--- src/rtl/display_pkg.sv ---
// rtl/display_pkg.sv - segment codes and scan FSM state encoding shared by the display scanner
package display_pkg;

  // Active-low a..g, written left-to-right as a..g (a is the MSB of the literal).
  localparam logic [6:0] SEG_0     = 7'b0000001;
  localparam logic [6:0] SEG_1     = 7'b1001111;
  localparam logic [6:0] SEG_2     = 7'b0010010;
  localparam logic [6:0] SEG_3     = 7'b0000110;
  localparam logic [6:0] SEG_4     = 7'b1001100;
  localparam logic [6:0] SEG_5     = 7'b0100100;
  localparam logic [6:0] SEG_6     = 7'b0100000;
  localparam logic [6:0] SEG_7     = 7'b0001111;
  localparam logic [6:0] SEG_8     = 7'b0000000;
  localparam logic [6:0] SEG_9     = 7'b0000100;
  localparam logic [6:0] SEG_ERR   = 7'b0110000;
  localparam logic [6:0] SEG_BLANK = 7'b1111111;

  localparam logic [3:0] AN_OFF = 4'b1111;

  typedef enum logic {
    ST_BLANK = 1'b0,
    ST_SHOW  = 1'b1
  } state_t;

endpackage

--- src/rtl/bcd_7seg_dec.sv ---
// rtl/bcd_7seg_dec.sv - BCD nibble to active-low seven-segment code, non-BCD shows "E"
module bcd_7seg_dec
  import display_pkg::*;
(
  input  logic [3:0] nibble_i,
  output logic [6:0] seg_o
);

  always_comb begin
    seg_o = SEG_ERR;
    case (nibble_i)
      4'd0: seg_o = SEG_0;
      4'd1: seg_o = SEG_1;
      4'd2: seg_o = SEG_2;
      4'd3: seg_o = SEG_3;
      4'd4: seg_o = SEG_4;
      4'd5: seg_o = SEG_5;
      4'd6: seg_o = SEG_6;
      4'd7: seg_o = SEG_7;
      4'd8: seg_o = SEG_8;
      4'd9: seg_o = SEG_9;
      default: seg_o = SEG_ERR;
    endcase
  end

endmodule

--- src/rtl/varredura_display.sv ---
// rtl/varredura_display.sv - four-digit multiplexed 7-segment scanner with anti-ghost blanking
// and a one-deep load buffer that is committed to the display only at frame boundaries.
module varredura_display
  import display_pkg::*;
#(
  parameter int DIV       = 50000,
  parameter int BLANK_CYC = 500
) (
  input  logic        clk,
  input  logic        rst_n,
  input  logic        en,
  input  logic        lz_en,
  input  logic        load_valid,
  input  logic [15:0] load_data,
  output logic        load_ready,
  output logic [3:0]  an,
  output logic [6:0]  seg,
  output logic        frame_start
);

  localparam int CW = $clog2(DIV);
  localparam logic [CW-1:0] CNT_LAST       = CW'(DIV - 1);
  localparam logic [CW-1:0] CNT_BLANK_LAST = CW'(BLANK_CYC - 1);

  logic [CW-1:0] cnt_q, cnt_d;
  logic [1:0]    idx_q, idx_d;
  state_t        state_q, state_d;
  logic [15:0]   disp_q, disp_d;
  logic [15:0]   pend_q, pend_d;
  logic          pend_vld_q, pend_vld_d;
  logic [3:0]    an_q, an_d;
  logic [6:0]    seg_q, seg_d;
  logic          frame_q, frame_d;

  logic       slot_end, wrap, accept, suppress;
  logic [3:0] nibble;
  logic [6:0] dec_seg;
  logic [3:0] zero_from;

  bcd_7seg_dec u_dec (
    .nibble_i (nibble),
    .seg_o    (dec_seg)
  );

  assign nibble = disp_q[{idx_q, 2'b00} +: 4];

  // zero_from[i]: digit i and every digit above it are zero; digit 0 is never blanked.
  assign zero_from[3] = (disp_q[15:12] == 4'd0);
  assign zero_from[2] = zero_from[3] && (disp_q[11:8] == 4'd0);
  assign zero_from[1] = zero_from[2] && (disp_q[7:4] == 4'd0);
  assign zero_from[0] = 1'b0;
  assign suppress     = lz_en && zero_from[idx_q];

  assign slot_end = en && (cnt_q == CNT_LAST);
  assign wrap     = slot_end && (idx_q == 2'd3);
  assign accept   = load_valid && !pend_vld_q;

  always_comb begin
    cnt_d      = cnt_q;
    idx_d      = idx_q;
    state_d    = state_q;
    disp_d     = disp_q;
    pend_d     = pend_q;
    pend_vld_d = pend_vld_q;
    an_d       = AN_OFF;
    seg_d      = SEG_BLANK;
    frame_d    = wrap;

    if (en) begin
      if (slot_end) begin
        cnt_d   = '0;
        idx_d   = idx_q + 2'd1;
        state_d = ST_BLANK;
      end else begin
        cnt_d = cnt_q + 1'b1;
        if (cnt_q == CNT_BLANK_LAST) state_d = ST_SHOW;
      end
    end

    // Accept only happens with the buffer empty, so it never races a commit.
    if (wrap && pend_vld_q) begin
      disp_d     = pend_q;
      pend_vld_d = 1'b0;
    end
    if (accept) begin
      pend_d     = load_data;
      pend_vld_d = 1'b1;
    end

    if (en && state_q == ST_SHOW) begin
      an_d  = ~(4'b0001 << idx_q);
      seg_d = suppress ? SEG_BLANK : dec_seg;
    end
  end

  always_ff @(posedge clk) begin
    if (!rst_n) begin
      cnt_q      <= '0;
      idx_q      <= 2'd0;
      state_q    <= ST_BLANK;
      disp_q     <= 16'h0000;
      pend_q     <= 16'h0000;
      pend_vld_q <= 1'b0;
      an_q       <= AN_OFF;
      seg_q      <= SEG_BLANK;
      frame_q    <= 1'b0;
    end else begin
      cnt_q      <= cnt_d;
      idx_q      <= idx_d;
      state_q    <= state_d;
      disp_q     <= disp_d;
      pend_q     <= pend_d;
      pend_vld_q <= pend_vld_d;
      an_q       <= an_d;
      seg_q      <= seg_d;
      frame_q    <= frame_d;
    end
  end

  assign load_ready  = !pend_vld_q;
  assign an          = an_q;
  assign seg         = seg_q;
  assign frame_start = frame_q;

endmodule

--- config.mk ---
export PLATFORM = sky130hd
export DESIGN_NAME = varredura_display
export DESIGN_NICKNAME = d
export VERILOG_FILES = /design/src/rtl/display_pkg.sv /design/src/rtl/bcd_7seg_dec.sv /design/src/rtl/varredura_display.sv
export SDC_FILE = /design/constraint.sdc
export NUM_CORES = 1
export LEC_CHECK = 0
export BUFFER_PORTS_ARGS = -buffer_cell sky130_fd_sc_hd__buf_4
export CORE_AREA = 2 2 75 77
export CTS_BUF_LIST = sky130_fd_sc_hd__clkbuf_8
export DETAILED_ROUTE_END_ITERATION = 10
export DIE_AREA = 0 0 77 79
export PLACE_DENSITY = 0.87
export SLEW_MARGIN = 20
export SYNTH_ARGS = -nofsm -noshare
export SYNTH_HDL_FRONTEND = slang
export SYNTH_SLANG_ARGS = --single-unit
--- constraint.sdc ---
create_clock -name clk -period 2.8 [get_ports clk]
set_input_delay 0.28 -clock clk [delete_from_list [all_inputs] [get_ports clk]]
set_output_delay 0.28 -clock clk [all_outputs]
set_load 0.02 [all_outputs]
* After elaboration in Yosys (flattened, before gate mapping)
Memory sizes are Yosys's and may differ from the RTL's. A register that Yosys moved wholly into a read port is not among the register bits. Cells that the tools add are included.
Cells by class: $add $sub $neg 2, magnitude comparators 1, eq/ne operators 3, shift-type cells 2, mux-type cells 7, bitwise logic cells 3, reduce and logical (&&, ||, !) cells 18
Operator list (count):
- $add A16 B1 Y16 const B | 1
- $eq A16 B16 Y1 const B | 1
- $eq A16 B9 Y1 const B | 1
- $mux W16 | 1
- $shiftx A16 B5 Y4 | 1
- $logic_not A4 Y1 | 3
- $logic_and A1 B1 Y1 | 8
- $reduce_and A2 Y1 | 3
- $mux W1 | 5
- $not A4 Y4 | 1
- $reduce_bool A2 Y1 | 2
- $shl A1 B2 Y4 const A | 1
- $lt A2 B3 Y1 const B | 1
- $reduce_or A3 Y1 | 1
- $add A2 B1 Y2 const B | 1
- $bmux W1 S2 | 1
- $eq A2 B2 Y1 const B | 1
- $not A1 Y1 | 2
- $logic_not A1 Y1 | 1
Word-level totals: register bits after elaboration 57, ROM bits 112, bits of input ports 21, output and inout bits 13, logic and storage cells 45, memories 1
Memories:
- (no name shown) | depth 16, width 7, rd ports 1, clocked after Yosys merged registers in 1, wr ports 0, line bcd_7seg_dec.sv:11 | case (nibble_i)

* Longest topological paths before layout
Gate-level depths: netlist of run 1.
word-level depth 7, depth in mapped cells 8, mapped depth without buffers 7

* Hierarchy
A second synthesis of run 1 with hierarchy kept.
Second synthesis, totals: cells, all modules 322, area total of the unflattened synthesis 2877.8 um^2
By module, submodules not included:
- varredura_display | instances 1, cells each 295, area an instance 2686.3 um^2, sequential area each 1281.2 um^2
- bcd_7seg_dec | instances 1, cells each 27, area an instance 191.4 um^2, sequential area each 0.0 um^2

* Least setup slack after synthesis of run 1
OpenSTA, ideal clock, no wires.
path kind register to register, start point register cnt_q[10], end point register disp_q[10], data arrival time 2.001 ns, data required time 2.728 ns, setup slack 0.728 ns, cell stages (with the launch flop) 7, period minus slack after synthesis 2.072 ns, cell sequence dfxtp_1 or4_4 or4_4 nor3_2 buf_6 buf_12 mux2i_1
Between the ends: longest elaborated chain between the ends 4
Ends and longest elaborated chain:
- start: declaration | line varredura_display.sv:25 | logic [CW-1:0] cnt_q, cnt_d;
- start signal: assignment | line varredura_display.sv:108 | cnt_q <= cnt_d;
- $eq A16 B16 Y1 | line varredura_display.sv:54 | assign slot_end = en && (cnt_q == CNT_LAST);
- $logic_and A1 B1 Y1 | line varredura_display.sv:54
- $logic_and A1 B1 Y1 | line varredura_display.sv:55 | assign wrap = slot_end && (idx_q == 2'd3);
- $logic_and A1 B1 Y1 | line varredura_display.sv:81 | if (wrap && pend_vld_q) begin
- end signal: assignment | line varredura_display.sv:111 | disp_q <= disp_d;
- end: declaration | line varredura_display.sv:28 | logic [15:0] disp_q, disp_d;
Every way passes these cells. A chain may end at the register's enable or synchronous reset.

* Worst setup path in the final report of run 1
start point register cnt_q[10], end point register disp_q[11]
Same word-level chain as after synthesis.

==> impl_metrics.tcl, run 1 <==
set metrics [dict create \
    status "finished, final reports clean" \
    syn2layout_area_growth_pct 15.5 \
    synth_edf_count 0 \
    clkPwrFrac_pct 43.2 \
    tightestPinTransition_ns 0.659 \
    ys_ff_latch 64 \
    hold_class "primary input to flop" \
    clock_latency_ns 0.35 \
    final_net_count 381 \
    start_util_pct 54.3 \
    ys_seq_area_share_pct 44.2 \
    wl_per_cell_um 12.7 \
    post-cts-setup-buffer-count 0 \
    synth_area_mm2 0.00290 \
    gr-total-overflow 0 \
    antenna_cells 0 \
    finalHoldViolCount 0 \
    dr.pass1.iters 4 \
    leakage_uw 0.00121 \
    drive_gt1_share_pct 17.5 \
    dr.first_iter.drc_count 93 \
    peakVddDrop_uv 352 \
    core_mm2 0.00534 \
    powerDensity_mw_per_mm2 533 \
    ant_nets 0 \
    avgSynthCellArea_um2 8.95 \
    die_w_um 77 \
    worstPathArrival_ns 2.53 \
    drv_cap 0 \
    antenna_found_initial 0 \
    utilization_pct 62.8 \
    grt_pass1_wl_um 9720 \
    cts_buffers 9 \
    async_flop_share_pct 0 \
    clkTransAtPathRegs_ns 0.07 \
    port_buffers 33 \
    slew_viol_final 0 \
    cts_buffer_depth 2 \
    fin_crit_sh_pct 80.8 \
    synth_fp_nets 356 \
    switching_share_pct 23.1 \
    routed_via_density 5.35 \
    ctsHoldBuffers 0 \
    p_switching_uw 414 \
    comb_power_share_pct 4.4 \
    cts.sinks 64 \
    via_count 2277 \
    tritoncts "done" \
    post-dp-hpwl_um 3790 \
    cp-start-kind "flop" \
    root_buffer "clkbuf_8" \
    preCtsSetupSlack_ns 0.584 \
    fin_ws_ns 0.538 \
    fin_worst_skew_ns 0.00749 \
    ys_warn_count 0 \
    synth_flop_cell "dfxtp_1" \
    clock.fmax_mhz 442 \
    cts_resized 0 \
    cp_max_fo 17 \
    setup_viol 0 \
    fp.dieArea_mm2 0.00608 \
    grt_usage_pct 19.9 \
    grt_max_degree 59 \
    syn_inst 324 \
    gp_congestion 0.853 \
    die_h_um 79 \
    p_int_uw 1370 \
    fp-row-count 27 \
    ys_types 41 \
    rsz0062_at_grt "no" \
    pwr-share-seq_pct 52.4 \
    critical_path_class "flop to flop" \
    drc 0 \
    setup_tns_ns 0 \
    r2r_slack_ns 0.54 \
    fin_crit_ns 2.26 \
    cp-end-kind "flop" \
    cts-htree-levels 3 \
    slew_headroom_pct 55.7 \
    required_ns 3.06 \
    finalWirelength_um 5400 \
    io_pins 34 \
    grt_pass1_vias 2283 \
]
[per-layer routing]
layer / global-route usage, % / vias to the layer above / share of wire [%]
li1: - / 1156 / -
met1: 22.9 / 1048 / 45
met2: 34.2 / 64 / 48
met3: 5.57 / 9 / 5.0
met4: 9.82 / 0 / 1.6
met5: 0 / - / 0
[flip-flops by register name, summed over array words and instances (netlist names)]
| register | flops |
|---|---|
| idx_q | 2 |
| pend_vld_q | 1 |
| pend_q | 16 |
| state_q | 1 |
| cnt_q | 16 |
| seg | 7 |
| frame_start | 1 |
| an | 4 |
| disp_q | 16 |
[cells by family after synthesis]
family	after synthesis	share of synthesized area (%)
buffers and inverters	32	5.00
AND/OR/NAND/NOR	142	23.9
adder cells (fa/ha/maj)	11	4.75
flip-flops	64	44.2
multiplexers	22	9.36
AO/OA/AOI/OAI	42	9.53
XOR/XNOR	11	3.32
[worst max-delay path, cell delays in order (launching register included)]
cell	delay (ns)
dfxtp_1	0.36
or4_4	0.58
or4_4	0.50
nor3_2	0.17
buf_4	0.31
mux2i_1	0.26
[area by class of cell]
type	instances	area, µm²
Inverter	10	37.5
Clock buffer	9	124
Sequential cell	64	1280
Multi-Input combinational cell	228	1480
Timing Repair Buffer	36	270
Clock inverter	7	71.3
Fill cell	451	1990
Tap cell	72	90.1
[through the flow]
stage	instances	total power, µW	cell area (µm²)	hold slack [ns]
detailed placement	410	1040	3150	0.439
global route	426	1870	3350	0.173
CTS	426	1800	3350	0.173
global placement	410	1030	3150	0.436
finish	426	1790	3350	0.185
floorplan	324	1000	2900	0.425
[power groups by stage]
stage | Sequential, µW | Combinational (µW) | Clock [µW]
4_1_cts | 935 | 79.7 | 787
5_1_grt | 937 | 90.6 | 840
2_1_floorplan | 954 | 47.2 | 0
6_report | 936 | 79.4 | 772
3_5_place_dp | 956 | 79.3 | 0
3_3_place_gp | 956 | 77.2 | 0
[final timing paths]
check             start         end  cells past startpoint
min          load_valid  pend_vld_q                      3
max           cnt_q[10]  disp_q[11]                      5
max reg2reg   cnt_q[10]  disp_q[11]                      5
min reg2reg     state_q     state_q                      2
[cell usage in the layout (no fill, tap or decap), types with 4 or more instances in the layout]
cell type / synthesis / routed
nand2_1: 78 / 78
dfxtp_1: 64 / 64
buf_4: 0 / 36
a21boi_0: 17 / 17
mux2i_1: 17 / 17
nor2_1: 15 / 15
ha_1: 11 / 11
inv_1: 10 / 10
a21oi_1: 10 / 10
nand3_1: 9 / 9
clkbuf_8: 0 / 9
xor2_1: 8 / 8
nand4_1: 7 / 7
and3_1: 5 / 5
or4_1: 5 / 5
o21ai_0: 5 / 5
mux4_2: 4 / 4
o211ai_1: 4 / 4
[Yosys cell counts (all sizes together) (2+ instances only)]
master  number  area, µm²
inv         10       37.5
nor4         2       18.8
nor2b        3       18.8
and4         3       26.3
o21ai        6       30.0
nand2b       2       12.5
o31ai        3       22.5
clkbuf      19       71.3
nor2        15       56.3
nand4b       2       17.5
nand3        9       45.0
nand2       78        293
a21boi      17        128
and3         5       31.3
or3          2       12.5
dfxtp       64       1280
mux4         4       90.1
xor2         8       70.1
nor3         2       15.0
ha          11        138
o211ai       4       30.0
buf          3       36.3
nand4        7       43.8
mux2i       17        170
xnor2        3       26.3
or4          7       60.1
a21oi       10       50.1
Power figures use the tool's default switching activity.
==> run 2: changes to the inputs <==
--- a/config.mk
+++ b/config.mk
@@ -5,12 +5,13 @@
 export SDC_FILE = /design/constraint.sdc
 export NUM_CORES = 1
 export LEC_CHECK = 0
+export ABC_AREA = 1
 export BUFFER_PORTS_ARGS = -buffer_cell sky130_fd_sc_hd__buf_4
-export CORE_AREA = 2 2 75 77
+export CORE_AREA = 2 2 76 78
 export CTS_BUF_LIST = sky130_fd_sc_hd__clkbuf_8
 export DETAILED_ROUTE_END_ITERATION = 10
-export DIE_AREA = 0 0 77 79
-export PLACE_DENSITY = 0.87
+export DIE_AREA = 0 0 78 80
+export PLACE_DENSITY = 0.86
 export SLEW_MARGIN = 20
 export SYNTH_ARGS = -nofsm -noshare
 export SYNTH_HDL_FRONTEND = slang
==> constraint.sdc (replaced) <==
create_clock -name clk -period 2.2 [get_ports clk]
set_input_delay 0.22 -clock clk [delete_from_list [all_inputs] [get_ports clk]]
set_output_delay 0.22 -clock clk [all_outputs]
set_load 0.02 [all_outputs]
==> impl_metrics.tcl, run 2 <==
set metrics [dict create \
    status "finished, final reports clean" \
    synth_fp_nets 450 \
    via_count 2590 \
    crit_top_cell "nand2_1" \
    layout_commonest_cell "nor2_1" \
    required_ns 2.43 \
    hold_class "primary input to flop" \
    cp_max_fo 9 \
    grt_pass1_vias 2481 \
    cpPeakStageDelay_ns 0.34 \
    grt_max_degree 41 \
    avgSynthCellArea_um2 6.96 \
    cp-end-kind "flop" \
    gr-total-overflow 0 \
    fin_crit_sh_pct 85.8 \
    synth_edf_count 0 \
    synth_area_leader_cell "dfxtp_1" \
    die_h_um 80 \
    antenna_cells 0 \
    wl_per_cell_um 11.2 \
    path_delay_family "simple AND/OR/NAND/NOR gates" \
    slew_headroom_pct 69.0 \
    ant_nets 0 \
    synth_flop_cell "dfxtp_1" \
    fp-row-count 27 \
    synthDominantCellAreaShare_pct 44.0 \
    root_buffer "clkbuf_8" \
    cp-start-kind "flop" \
    drive_gt1_share_pct 14.2 \
    path_buf_inv 2 \
    fin_worst_skew_ns 0.00908 \
    layout_common_cells "102 x nor2_1, 95 x nand2_1, 64 x dfxtp_1" \
    async_flop_share_pct 0 \
    multiInputGateArea_mm2 0.00140 \
    core_mm2 0.00541 \
    r2r_slack_ns 0.31 \
    die_w_um 78 \
    port_buffers 33 \
    ys_ff_latch 64 \
    setup_tns_ns 0 \
    ys_seq_area_share_pct 44.0 \
    ys_warn_count 0 \
    ctsHoldBuffers 0 \
    post-cts-setup-buffer-count 0 \
    nFillCells 499 \
    cts.sinks 64 \
    tightestPinTransition_ns 0.465 \
    cts_resized 0 \
    drv_cap 0 \
    largestRegisters "cnt_q (16), disp_q (16), pend_q (16)" \
    drc 0 \
    crit_chain "clkinv_1 -> a21oi_1 -> o21ai_0 -> nand2_1 -> inv_1 -> ha_1 -> or2_2 -> nand3_1 -> nand2_1" \
    start_util_pct 53.8 \
    fin_crit_ns 1.89 \
    grt_pass1_wl_um 10600 \
    clkTransAtPathRegs_ns 0.07 \
    antenna_found_initial 0 \
    fp.dieArea_mm2 0.00624 \
    leakage_uw 0.00165 \
    utilization_pct 63.6 \
    slew_viol_final 0 \
    syn_inst 418 \
    routed_via_density 4.90 \
    io_pins 34 \
    clock.fmax_mhz 529 \
    yosys-top-cells-area "dfxtp_1 44%, nor2_1 13%, nand2_1 12%" \
    synth_area_mm2 0.00291 \
    clock_latency_ns 0.34 \
    dr.pass1.iters 5 \
    final_net_count 484 \
    cts_buffers 9 \
    post-dp-hpwl_um 4270 \
    powerDensity_mw_per_mm2 737 \
    cts-htree-levels 3 \
    worstPathArrival_ns 2.11 \
    synth_most_common_cell "nor2_1" \
    slowest_stage "dfxtp_1" \
    finalWirelength_um 5940 \
    synth_common_cells "102 x nor2_1, 95 x nand2_1, 64 x dfxtp_1, 38 x inv_1, 28 x o21ai_0" \
    critical_path_class "flop to flop" \
    rsz0062_at_grt "no" \
    gp_congestion 0.842 \
    dr.first_iter.drc_count 214 \
    seq_area_mm2 0.00128 \
    finalHoldViolCount 0 \
    ys_types 28 \
    cts_buffer_depth 2 \
    tritoncts "done" \
    peakVddDrop_uv 418 \
    syn2layout_area_growth_pct 18.2 \
    setup_viol 0 \
    grt_usage_pct 21.3 \
]
==> run 2: cell count changes after synthesis, sizes merged, moves of 17 or more <==
cell and change:
nor2 +91, inv +34, o21ai +23, nand2 +21, a21boi -17, mux2i -17
==> run 2: cell families (layout without fill, tap and decap cells) <==
family	after synthesis	count (layout)	synth area share [%]
xor gates and xnor gates	3	3	0.903
adders and majority gates	11	11	4.73
AOI/OAI and AO/OA	41	41	7.40
and+or+nand+nor	243	243	35.0
buffers and inverters	56	95	7.91
DFF	64	64	44.0
==> run 2: per-stage QoR <==
| step | hold slack (ns) | std cells | instance area [µm²] | total power [µW] | setup WS, ns |
|---|---|---|---|---|---|
| after global routing | 0.136 | 529 | 3440 | 2610 | 0.0386 |
| after detailed placement | 0.458 | 513 | 3190 | 1340 | 0.345 |
| after floorplan | 0.373 | 418 | 2910 | 1290 | 0.473 |
| after global placement | 0.454 | 513 | 3190 | 1330 | 0.393 |
| after CTS | 0.113 | 529 | 3440 | 2550 | 0.319 |
| final | 0.124 | 529 | 3440 | 2530 | 0.311 |
==> run 2: power by group <==
part / switching (µW) / internal [µW] / total (µW)
logic: 60.1 / 46.8 / 107
registers: 17.9 / 1190 / 1200
clock network: 444 / 779 / 1220
==> run 2: layer usage <==
layer | track usage (%) | part of all wire [%]
met1 | 24.4 | 46
met2 | 36.6 | 46
met3 | 3.96 | 5.0
met4 | 13.7 | 2.4
met5 | 0 | 0
==> run 2: worst paths after layout <==
kind           startpoint        end  depth (start not counted)
max              idx_q[0]     seg[0]                          9
min          load_data[9]  pend_q[9]                          3
max reg2reg      idx_q[0]     seg[0]                          9
min reg2reg       state_q    state_q                          2
==> run 2: worst min-delay path: stages <==
cell and delay, ns:
buf_4 0.07, o21ai_0 0.07, nor2_1 0.07
==> run 2: area by class of cell <==
type | count | share of cell area (%)
inverters | 45 | 4.91
clock buffers | 10 | 4.00
flip-flops and latches | 64 | 37.3
clock inverters | 6 | 3.13
well taps | 72 | 2.62
multi-input cells | 298 | 40.6
repair buffers | 34 | 7.42
